<file path="src/rtl/ex_stage.sv">
// ---------------------------------------------------------------------------
// ex_stage -- execute stage of the 16-bit pipeline.
//
// Computes the ALU result from the decoded operands and holds the EX/MEM
// pipeline register that feeds the memory stage. Single-cycle operations
// have a latency of one edge. MUL is an iterative shift-add multiplier.
// Its first iteration runs on the accept edge and one more runs on each
// busy edge, so the product lands MUL_CYCLES edges after acceptance.
//
// Optional build macro: EX_FWD_EN
//   Adds SrcA/UseA/SrcB/UseB and forwards the current EX/MEM ALU result
//   into an operand at acceptance when the register numbers match.
//
// Ports:
//   clk, reset              clock, synchronous active-high reset
//   in_valid, flush         instruction present / squash
//   AluOp, OperandA/B       operation select and operands
//   Immediate, PC,          fields carried through to the memory stage
//   StoreData, MemSignals,
//   RegWr, Rd
//   busy                    stage is multiplying; upstream must hold
//   out_valid .. Negative   EX/MEM pipeline register outputs
// ---------------------------------------------------------------------------
module ex_stage #(
  parameter int WIDTH      = 16,
  parameter int MUL_CYCLES = 16
) (
  input  logic             clk,
  input  logic             reset,
  input  logic             in_valid,
  input  logic             flush,
  input  logic [2:0]       AluOp,
  input  logic [WIDTH-1:0] OperandA,
  input  logic [WIDTH-1:0] OperandB,
  input  logic [WIDTH-1:0] Immediate,
  input  logic [WIDTH-1:0] PC,
  input  logic [WIDTH-1:0] StoreData,
  input  logic [6:0]       MemSignals,
  input  logic             RegWr,
  input  logic [2:0]       Rd,
`ifdef EX_FWD_EN
  input  logic [2:0]       SrcA,
  input  logic             UseA,
  input  logic [2:0]       SrcB,
  input  logic             UseB,
`endif
  output logic             busy,
  output logic             out_valid,
  output logic [WIDTH-1:0] AluResult,
  output logic [WIDTH-1:0] Immediate2,
  output logic [WIDTH-1:0] PC2,
  output logic [WIDTH-1:0] DataMemory,
  output logic [6:0]       signals,
  output logic             RegWr2,
  output logic [2:0]       Rd2,
  output logic             Zero,
  output logic             Negative
);

  localparam int CNT_W = $clog2(MUL_CYCLES);
  localparam logic [CNT_W-1:0] CNT_LAST = CNT_W'(MUL_CYCLES - 1);

  localparam logic [2:0] OP_AND  = 3'b000;
  localparam logic [2:0] OP_ADD  = 3'b001;
  localparam logic [2:0] OP_SUB  = 3'b010;
  localparam logic [2:0] OP_OR   = 3'b011;
  localparam logic [2:0] OP_SLL  = 3'b100;
  localparam logic [2:0] OP_SRL  = 3'b101;
  localparam logic [2:0] OP_MUL  = 3'b110;
  localparam logic [2:0] OP_PASS = 3'b111;

  typedef enum logic {
    IDLE     = 1'b0,
    MUL_BUSY = 1'b1
  } state_t;

  state_t state_r, state_nx_s;

  logic [CNT_W-1:0] cnt_r;
  logic [WIDTH-1:0] mcand_r, mplier_r, acc_r;
  logic [WIDTH-1:0] imm_l_r, pc_l_r, sd_l_r;
  logic [6:0]       sig_l_r;
  logic             rw_l_r;
  logic [2:0]       rd_l_r;

  logic [WIDTH-1:0] op_a_s, op_b_s, alu_s, partial_s, acc_step_s;
  logic             accept_s, accept_mul_s, load_single_s, load_mul_s;

  logic             valid_nx_s, rw_nx_s, zero_nx_s, neg_nx_s;
  logic [WIDTH-1:0] res_nx_s, imm_nx_s, pc_nx_s, sd_nx_s;
  logic [6:0]       sig_nx_s;
  logic [2:0]       rd_nx_s;

`ifdef EX_FWD_EN
  logic fwd_ok_s;

  // Operand forwarding from the EX/MEM register when it holds an ALU writeback.
  always_comb begin
    fwd_ok_s = out_valid & RegWr2 & (signals[1:0] == 2'b01);
    if (UseA && fwd_ok_s && (Rd2 == SrcA)) begin
      op_a_s = AluResult;
    end else begin
      op_a_s = OperandA;
    end
    if (UseB && fwd_ok_s && (Rd2 == SrcB)) begin
      op_b_s = AluResult;
    end else begin
      op_b_s = OperandB;
    end
  end
`else
  // Operands are used as given; hazards are resolved upstream.
  always_comb begin
    op_a_s = OperandA;
    op_b_s = OperandB;
  end
`endif

  // Single-cycle ALU.
  always_comb begin
    alu_s = '0;
    case (AluOp)
      OP_AND:  alu_s = op_a_s & op_b_s;
      OP_ADD:  alu_s = op_a_s + op_b_s;
      OP_SUB:  alu_s = op_a_s - op_b_s;
      OP_OR:   alu_s = op_a_s | op_b_s;
      OP_SLL:  alu_s = op_a_s << op_b_s[3:0];
      OP_SRL:  alu_s = op_a_s >> op_b_s[3:0];
      OP_PASS: alu_s = op_b_s;
      default: alu_s = '0;  // MUL goes through the iterative path
    endcase
  end

  // Handshake decode and one shift-add iteration for the busy state.
  always_comb begin
    busy          = (state_r == MUL_BUSY);
    accept_s      = in_valid & ~flush & (state_r == IDLE);
    accept_mul_s  = accept_s & (AluOp == OP_MUL);
    load_single_s = accept_s & (AluOp != OP_MUL);
    load_mul_s    = (state_r == MUL_BUSY) & ~flush & (cnt_r == CNT_LAST);
    partial_s     = mplier_r[0] ? mcand_r : '0;
    acc_step_s    = acc_r + partial_s;
  end

  // FSM next state; flush aborts a multiply even on its completion edge.
  always_comb begin
    state_nx_s = state_r;
    case (state_r)
      IDLE: begin
        if (accept_mul_s) begin
          state_nx_s = MUL_BUSY;
        end else begin
          state_nx_s = IDLE;
        end
      end
      MUL_BUSY: begin
        if (flush || (cnt_r == CNT_LAST)) begin
          state_nx_s = IDLE;
        end else begin
          state_nx_s = MUL_BUSY;
        end
      end
      default: state_nx_s = IDLE;
    endcase
  end

  // Next EX/MEM contents: single-cycle result, multiply result, or bubble.
  always_comb begin
    valid_nx_s = 1'b0;
    res_nx_s   = '0;
    imm_nx_s   = '0;
    pc_nx_s    = '0;
    sd_nx_s    = '0;
    sig_nx_s   = 7'd0;
    rw_nx_s    = 1'b0;
    rd_nx_s    = 3'd0;
    zero_nx_s  = 1'b0;
    neg_nx_s   = 1'b0;
    if (load_single_s) begin
      valid_nx_s = 1'b1;
      res_nx_s   = alu_s;
      imm_nx_s   = Immediate;
      pc_nx_s    = PC;
      sd_nx_s    = StoreData;
      sig_nx_s   = MemSignals;
      rw_nx_s    = RegWr;
      rd_nx_s    = Rd;
      zero_nx_s  = (alu_s == '0);
      neg_nx_s   = alu_s[WIDTH-1];
    end else if (load_mul_s) begin
      valid_nx_s = 1'b1;
      res_nx_s   = acc_step_s;
      imm_nx_s   = imm_l_r;
      pc_nx_s    = pc_l_r;
      sd_nx_s    = sd_l_r;
      sig_nx_s   = sig_l_r;
      rw_nx_s    = rw_l_r;
      rd_nx_s    = rd_l_r;
      zero_nx_s  = (acc_step_s == '0);
      neg_nx_s   = acc_step_s[WIDTH-1];
    end else begin
      valid_nx_s = 1'b0;  // bubble: everything stays zero
    end
  end

  // EX/MEM pipeline register and FSM state.
  always_ff @(posedge clk) begin
    if (reset) begin
      state_r    <= IDLE;
      out_valid  <= 1'b0;
      AluResult  <= '0;
      Immediate2 <= '0;
      PC2        <= '0;
      DataMemory <= '0;
      signals    <= 7'd0;
      RegWr2     <= 1'b0;
      Rd2        <= 3'd0;
      Zero       <= 1'b0;
      Negative   <= 1'b0;
    end else begin
      state_r    <= state_nx_s;
      out_valid  <= valid_nx_s;
      AluResult  <= res_nx_s;
      Immediate2 <= imm_nx_s;
      PC2        <= pc_nx_s;
      DataMemory <= sd_nx_s;
      signals    <= sig_nx_s;
      RegWr2     <= rw_nx_s;
      Rd2        <= rd_nx_s;
      Zero       <= zero_nx_s;
      Negative   <= neg_nx_s;
    end
  end

  // Multiplier datapath and latched instruction fields.
  // Iteration 0 runs on the accept edge, so the counter starts at 1.
  always_ff @(posedge clk) begin
    if (reset) begin
      cnt_r    <= '0;
      mcand_r  <= '0;
      mplier_r <= '0;
      acc_r    <= '0;
      imm_l_r  <= '0;
      pc_l_r   <= '0;
      sd_l_r   <= '0;
      sig_l_r  <= 7'd0;
      rw_l_r   <= 1'b0;
      rd_l_r   <= 3'd0;
    end else if (accept_mul_s) begin
      cnt_r    <= CNT_W'(1);
      acc_r    <= op_b_s[0] ? op_a_s : '0;
      mcand_r  <= op_a_s << 1;
      mplier_r <= op_b_s >> 1;
      imm_l_r  <= Immediate;
      pc_l_r   <= PC;
      sd_l_r   <= StoreData;
      sig_l_r  <= MemSignals;
      rw_l_r   <= RegWr;
      rd_l_r   <= Rd;
    end else if (state_r == MUL_BUSY) begin
      cnt_r    <= cnt_r + CNT_W'(1);
      acc_r    <= acc_step_s;
      mcand_r  <= mcand_r << 1;
      mplier_r <= mplier_r >> 1;
    end else begin
      cnt_r    <= cnt_r;
    end
  end

endmodule
</file>
<file path="config.mk">
export PLATFORM = sky130hd
export DESIGN_NAME = ex_stage
export DESIGN_NICKNAME = d
export VERILOG_FILES = /design/src/rtl/ex_stage.sv
export SDC_FILE = /design/constraint.sdc
export NUM_CORES = 1
export LEC_CHECK = 0
export ABC_AREA = 1
export ABC_CLOCK_PERIOD_IN_PS = 4300
export CAP_MARGIN = 10
export CORE_MARGIN = 3
export CORE_UTILIZATION = 54
export CTS_CLUSTER_DIAMETER = 150
export CTS_CLUSTER_SIZE = 40
export DETAILED_ROUTE_END_ITERATION = 8
export PLACE_DENSITY_LB_ADDON = 0.15
export RECOVER_POWER = 100
export SLEW_MARGIN = 5
export SYNTH_ARGS = -nofsm -noshare
export SYNTH_HDL_FRONTEND = slang
export SYNTH_SLANG_ARGS = --single-unit
</file>
<file path="constraint.sdc">
create_clock -name clk -period 4.3 [get_ports clk]
set_clock_uncertainty 0.1 [all_clocks]
set_input_delay 0.86 -clock clk [delete_from_list [all_inputs] [get_ports clk]]
set_output_delay 0.86 -clock clk [all_outputs]
set_load 0.005 [all_outputs]
</file>
==> results of run 1 <==
-- power by group through the flow --
stage	Sequential, uW	Clock [uW]	Combinational [uW]
after global routing	1780	1690	799
after detailed placement	1820	0	720
after floorplan	1820	0	407
after CTS	1780	1630	725
after global placement	1820	0	719
final	1780	1610	729
-- sequential cells by signal, summed over array words and instances, names as in the netlist --
name        count
sig_l_r         7
DataMemory     16
Zero            1
Immediate2     16
imm_l_r        16
PC2            16
mplier_r       15
AluResult      16
signals         7
RegWr2          1
pc_l_r         16
cnt_r           4
rw_l_r          1
Rd2             3
busy            1
sd_l_r         16
acc_r          16
rd_l_r          3
out_valid       1
mcand_r        15
-- per-layer routing --
layer,track usage,wire [um],vias to the layer above
li1,-,-,5765
met1,0.440,14900,5387
met2,0.519,16600,622
met3,0.0888,3770,99
met4,0.129,1420,0
met5,0,0,-
-- metrics by stage --
step	util	power [uW]	cell area (sq um)	instances	worst slack (ps)
after floorplan	-	2220	10700	1691	789
after global placement	0.665	2540	12600	2072	210
after detailed placement	0.665	2540	12600	2072	181
after CTS	0.697	4130	13300	2104	657
after global routing	0.695	4270	13200	2104	160
final	0.695	4120	13200	2104	407
-- final cells by class --
class                      count  area, sq um
multi-input combinational   1280         6020
fill                        1636         5790
sequential                   187         3740
timing repair buffer         210         2020
inverter                     135          507
clock buffer                  17          425
tap                          260          325
clock inverter                15          185
-- cell usage in the layout, fill, tap and decap left out, types with 4 or more instances in the layout --
cell,synthesis,layout
dfxtp_1,187,187
o22ai_1,4,4
inv_2,3,4
buf_4,4,25
clkinv_8,0,5
o21ai_0,36,37
ha_1,34,34
inv_6,0,5
clkbuf_1,55,5
xor2_1,15,15
nor3_1,11,11
nand4_1,13,13
inv_1,131,129
a31oi_1,35,35
dlygate4sd3_1,0,82
nand3b_1,7,7
xnor2_1,6,6
clkdlybuf4s50_1,0,93
o21ai_1,6,5
clkbuf_16,0,17
nand3_1,138,138
a221oi_1,12,12
nor2_1,114,114
nand2_1,641,641
a21oi_1,183,183
-- worst paths after layout --
kind	depth (start not counted)	from	to	slack, ps
worst max register to register	15	mplier_r[0]	Zero	980
worst min-delay path	2	imm_l_r[4]	Immediate2[4]	360
worst min register to register	2	imm_l_r[4]	Immediate2[4]	360
worst max-delay path	17	AluOp[1]	AluResult[10]	410
-- worst register-to-register path: stages (launching register included) --
cell	delay [ps]
dfxtp_1	730
nand2_1	110
inv_1	70
ha_1	190
inv_1	80
fa_1	550
inv_1	80
nor3_1	190
nand2_1	80
nor2_1	130
nand3_1	90
nor2_1	150
nand4_1	120
nor3_1	180
nand4_1	200
a21oi_1	190
-- kinds of logic after synthesis --
family                     count (synthesis)  share of synthesized area
and+or+nand+nor                          932                      0.355
AOI/OAI and AO/OA                        290                      0.148
buffers and inverters                    224                     0.0838
DFF                                      187                      0.351
adders and majority gates                 36                     0.0437
xor gates and xnor gates                  21                     0.0173
muxes                                      1                   0.000939
==> flow_metrics.env, run 1 <==
export IMPL_status="finished clean"
export IMPL_powerDensity_nw_per_um2=311
export IMPL_yosysMostFrequentCell="nand2_1"
export IMPL_worstMarginPinSlew_ps=1110
export IMPL_cts_buffer_depth=2
export IMPL_ys_types=39
export IMPL_core_sq_um=19000
export IMPL_ctsHoldBuffers=0
export IMPL_diodes=0
export IMPL_grt_pass1_vias=11100
export IMPL_cts_sinks=187
export IMPL_synth_commonest_cells="641 x nand2_1, 187 x dfxtp_1, 183 x a21oi_1"
export IMPL_total_leakage_power_uw=0.00585
export IMPL_final_layout_size_suffix_gt1_frac=0.0380
export IMPL_dpl_hpwl_mm=27.2
export IMPL_start_util=0.560
export IMPL_rsz0062_at_grt="false"
export IMPL_row_count=50
export IMPL_syn_area_sq_um=10700
export IMPL_insertion_delay_ps=440
export IMPL_grt_util_all_layers=0.332
export IMPL_drv_slew=0
export IMPL_wl_per_cell_um=17.5
export IMPL_syn_nets=1825
export IMPL_nNetsFinal=1965
export IMPL_fin_crit_sh=0.905
export IMPL_syn_area_per_cell_sq_um=6.30
export IMPL_max_slew_margin_rel=0.261
export IMPL_path_cells="dlygate4sd3_1 -> inv_1 -> nor3_4 -> inv_1 -> nand2_1 -> o21ai_0 -> xor2_1 -> inv_1 -> ha_1 -> a21oi_1 -> nand3_1 -> nand2_1 -> nand3b_1 -> nand2_1 -> nor2_1 -> o21ai_0 -> a21oi_1"
export IMPL_clk_pin_slew_ps=90
export IMPL_syn_inst=1691
export IMPL_cts_max_level=4
export IMPL_vias=11900
export IMPL_combPwrFrac=0.177
export IMPL_synth_edf_count=0
export IMPL_ys_ff_latch=187
export IMPL_root_buffer="clkbuf_16"
export IMPL_ys_warn_count=0
export IMPL_p_clk_frac=0.392
export IMPL_cts_buffers=17
export IMPL_grt_overflow=0
export IMPL_synth_top_area_share=0.351
export IMPL_power_internal_uw=2830
export IMPL_swShare=0.312
export IMPL_grt_start_max_net_pins=151
export IMPL_drc=0
export IMPL_crit_fanout=11
export IMPL_area_delta_synth_final_pct=24.1
export IMPL_required_ps=4480
export IMPL_io_pins=177
export IMPL_vdd_ir_drop_max_v=0.000259
export IMPL_fin_hold_ws_ps=358
export IMPL_cts_setup_buffers=0
export IMPL_gp_congestion=1.11
export IMPL_antenna_found_initial=0
export IMPL_hold_viol=0
export IMPL_ys_seq_area_frac=0.351
export IMPL_via_per_inst=5.64
export IMPL_hp_class="reg2reg"
export IMPL_synthTopCellsByArea="dfxtp_1 35%, nand2_1 23%, a21oi_1 8.6%, nand3_1 6.5%, inv_1 4.6%"
export IMPL_finalSetupViolations=0
export IMPL_crit_arrival_ps=4070
export IMPL_drt_initial_drc_count=1324
export IMPL_ant_nets=0
export IMPL_crit_path_top_delay_cell="dlygate4sd3_1"
export IMPL_worst_setup_path_end_kind="register"
export IMPL_die_h_um=146
export IMPL_post_cts_resized=0
export IMPL_cpLargestDelayFamily="buffers and inverters"
export IMPL_io_buffers=176
export IMPL_maxCapViolations=0
export IMPL_critPathBufInv=4
export IMPL_synth_largest_area_cell="dfxtp_1"
export IMPL_critPathLaunchType="input pin"
export IMPL_wl_mm=36.8
export IMPL_async_flop_share=0
export IMPL_die_x_um=146
export IMPL_firstDrtPassIters=7
export IMPL_worst_path_largest_cell_delay_ps=600
export IMPL_critical_path_class="in2reg"
export IMPL_ys_flop_type="dfxtp_1"
export IMPL_p_switching_uw=1290
export IMPL_dieArea_sq_um=21500
export IMPL_seq_power_share=0.431
export IMPL_tns_ps=0
export IMPL_cts_tree="done"
export IMPL_grt_first_pass_wirelength_mm=58.0
export IMPL_period_needed_ps=3890
export IMPL_fmax_mhz=257
(Power assumes the default switching activity.)
==> inputs of run 2 (changes only) <==
Settings changed: ABC_CLOCK_PERIOD_IN_PS 4300 to not set, CTS_CLUSTER_DIAMETER 150 to 200, PLACE_DENSITY set to 0.91, PLACE_DENSITY_LB_ADDON 0.15 to not set.
==> run 2 against run 1 <==
  * Via count is 3.5% higher
  * The run now ends with capacitance limit, slew limit left
  * Highest routed layer unchanged
  * Clock power down 4%
  * Combinational power is 5.5% higher
  * Sequential share of layout area down 0.14 points
  * Core utilization up 0.34 points
  * Register-to-register slack better by 90 ps
  * Routed wire length rose by 9.4%
  * Maximum frequency fell by 1.1%
  * Setup slack got worse by 44 ps
==> flow_metrics.env, run 2 (same netlist as run 1, synthesis figures left out) <==
export IMPL_wl_per_cell_um=19.0
export IMPL_worst_setup_path_end_kind="register"
export IMPL_p_clk_frac=0.379
export IMPL_final_layout_size_suffix_gt1_frac=0.0458
export IMPL_final_cell_mix="641 x nand2_1, 187 x dfxtp_1, 183 x a21oi_1"
export IMPL_grt_util_all_layers=0.366
export IMPL_power_internal_uw=2830
export IMPL_fin_ws_ps=363
export IMPL_swShare=0.309
export IMPL_core_sq_um=19000
export IMPL_layout_cells_most_common="nand2_1"
export IMPL_vias=12300
export IMPL_gp_congestion=1.11
export IMPL_grt_start_max_net_pins=111
export IMPL_die_x_um=146
export IMPL_final_core_util=0.699
export IMPL_ant_nets=0
export IMPL_cts_setup_buffers=0
export IMPL_total_leakage_power_uw=0.00589
export IMPL_io_buffers=176
export IMPL_hold_viol=0
export IMPL_pre_cts_ws_ps=157
export IMPL_drc=0
export IMPL_insertion_delay_ps=430
export IMPL_diodes=0
export IMPL_grt_pass1_vias=11600
export IMPL_violations="capacitance limit, slew limit"
export IMPL_wl_mm=40.2
export IMPL_die_h_um=146
export IMPL_powerDensity_nw_per_um2=308
export IMPL_root_buffer="clkbuf_16"
export IMPL_required_ps=4540
export IMPL_rsz0062_at_grt="false"
export IMPL_critPathLaunchType="input pin"
export IMPL_grt_first_pass_wirelength_mm=63.1
export IMPL_antenna_found_initial=0
export IMPL_cts_buffers=17
export IMPL_vdd_ir_drop_max_v=0.000292
export IMPL_tns_ps=0
export IMPL_crit_arrival_ps=4180
export IMPL_combPwrFrac=0.188
export IMPL_area_delta_synth_final_pct=24.7
export IMPL_seq_power_share=0.434
export IMPL_cts_buffer_depth=2
export IMPL_fmax_mhz=254
export IMPL_row_count=50
export IMPL_dieArea_sq_um=21500
export IMPL_nNetsFinal=1976
export IMPL_crit_fanout=60
export IMPL_cts_max_level=4
export IMPL_hp_class="reg2reg"
export IMPL_drv_slew=35
export IMPL_cts_tree="done"
export IMPL_worstMarginPinSlew_ps=1540
export IMPL_grt_overflow=0
export IMPL_finalSetupViolations=0
export IMPL_start_util=0.560
export IMPL_fin_crit_sh=0.916
export IMPL_maxCapViolations=1
export IMPL_drt_initial_drc_count=1620
export IMPL_max_slew_margin_rel=-0.0249
export IMPL_dpl_hpwl_mm=29.1
export IMPL_period_needed_ps=3940
export IMPL_cts_sinks=187
export IMPL_post_cts_resized=0
export IMPL_p_switching_uw=1270
export IMPL_ctsHoldBuffers=0
export IMPL_firstDrtPassIters=7
export IMPL_critical_path_class="in2reg"
export IMPL_via_per_inst=5.81
export IMPL_clk_pin_slew_ps=70
export IMPL_io_pins=177
export IMPL_status="finished, violations left"
-- run 2: worst max-delay path, cell delays in order --
cell,delay (ps)
clkdlybuf4s50_1,540
clkbuf_1,500
nand3_1,460
nor2_4,280
clkbuf_2,990
nand2_1,220
a21oi_1,280
-- run 2: layout make-up --
type                       instances  area, sq um
clock buffer                      17          425
clock inverter                    15          150
fill                            1554         5730
inverter                         135          507
multi-input combinational       1280         6020
sequential                       187         3740
tap                              260          325
timing repair buffer             221         2110
-- run 2: worst paths after layout --
path | slack [ps] | depth (start not counted) | startpoint | endpoint
setup reg to reg | 1070 | 19 | mplier_r[0] | AluResult[13]
hold reg to reg | 360 | 2 | sd_l_r[0] | sd_l_r[0]
hold / removal | 360 | 2 | sd_l_r[0] | sd_l_r[0]
setup / recovery | 360 | 7 | AluOp[2] | pc_l_r[13]
-- run 2: per-layer routing --
layer	part of all wire	global-route usage	up-vias	wire length, um
met5	0	0	-	0
met4	0.036	0.122	0	1450
met3	0.12	0.100	130	4940
met2	0.44	0.566	785	17700
met1	0.40	0.496	5591	16200
li1	-	-	5787	-
-- run 2: through the flow --
stage               cell area (sq um)  instances  power (uW)  hold WS [ps]
finish                          13300       2115        4100           363
global route                    13300       2115        4240           374
CTS                             13300       2115        4080           364
detailed placement              12700       2083        2570           352
global placement                12700       2083        2570           348
floorplan                       10700       1691        2220           341
-- run 2: power groups by stage --
stage                     logic, uW  registers [uW]  clock network, uW
after floorplan                 407            1820                  0
after global placement          750            1820                  0
after detailed placement        748            1820                  0
after CTS                       753            1780               1550
after global routing            835            1780               1620
final                           769            1780               1550
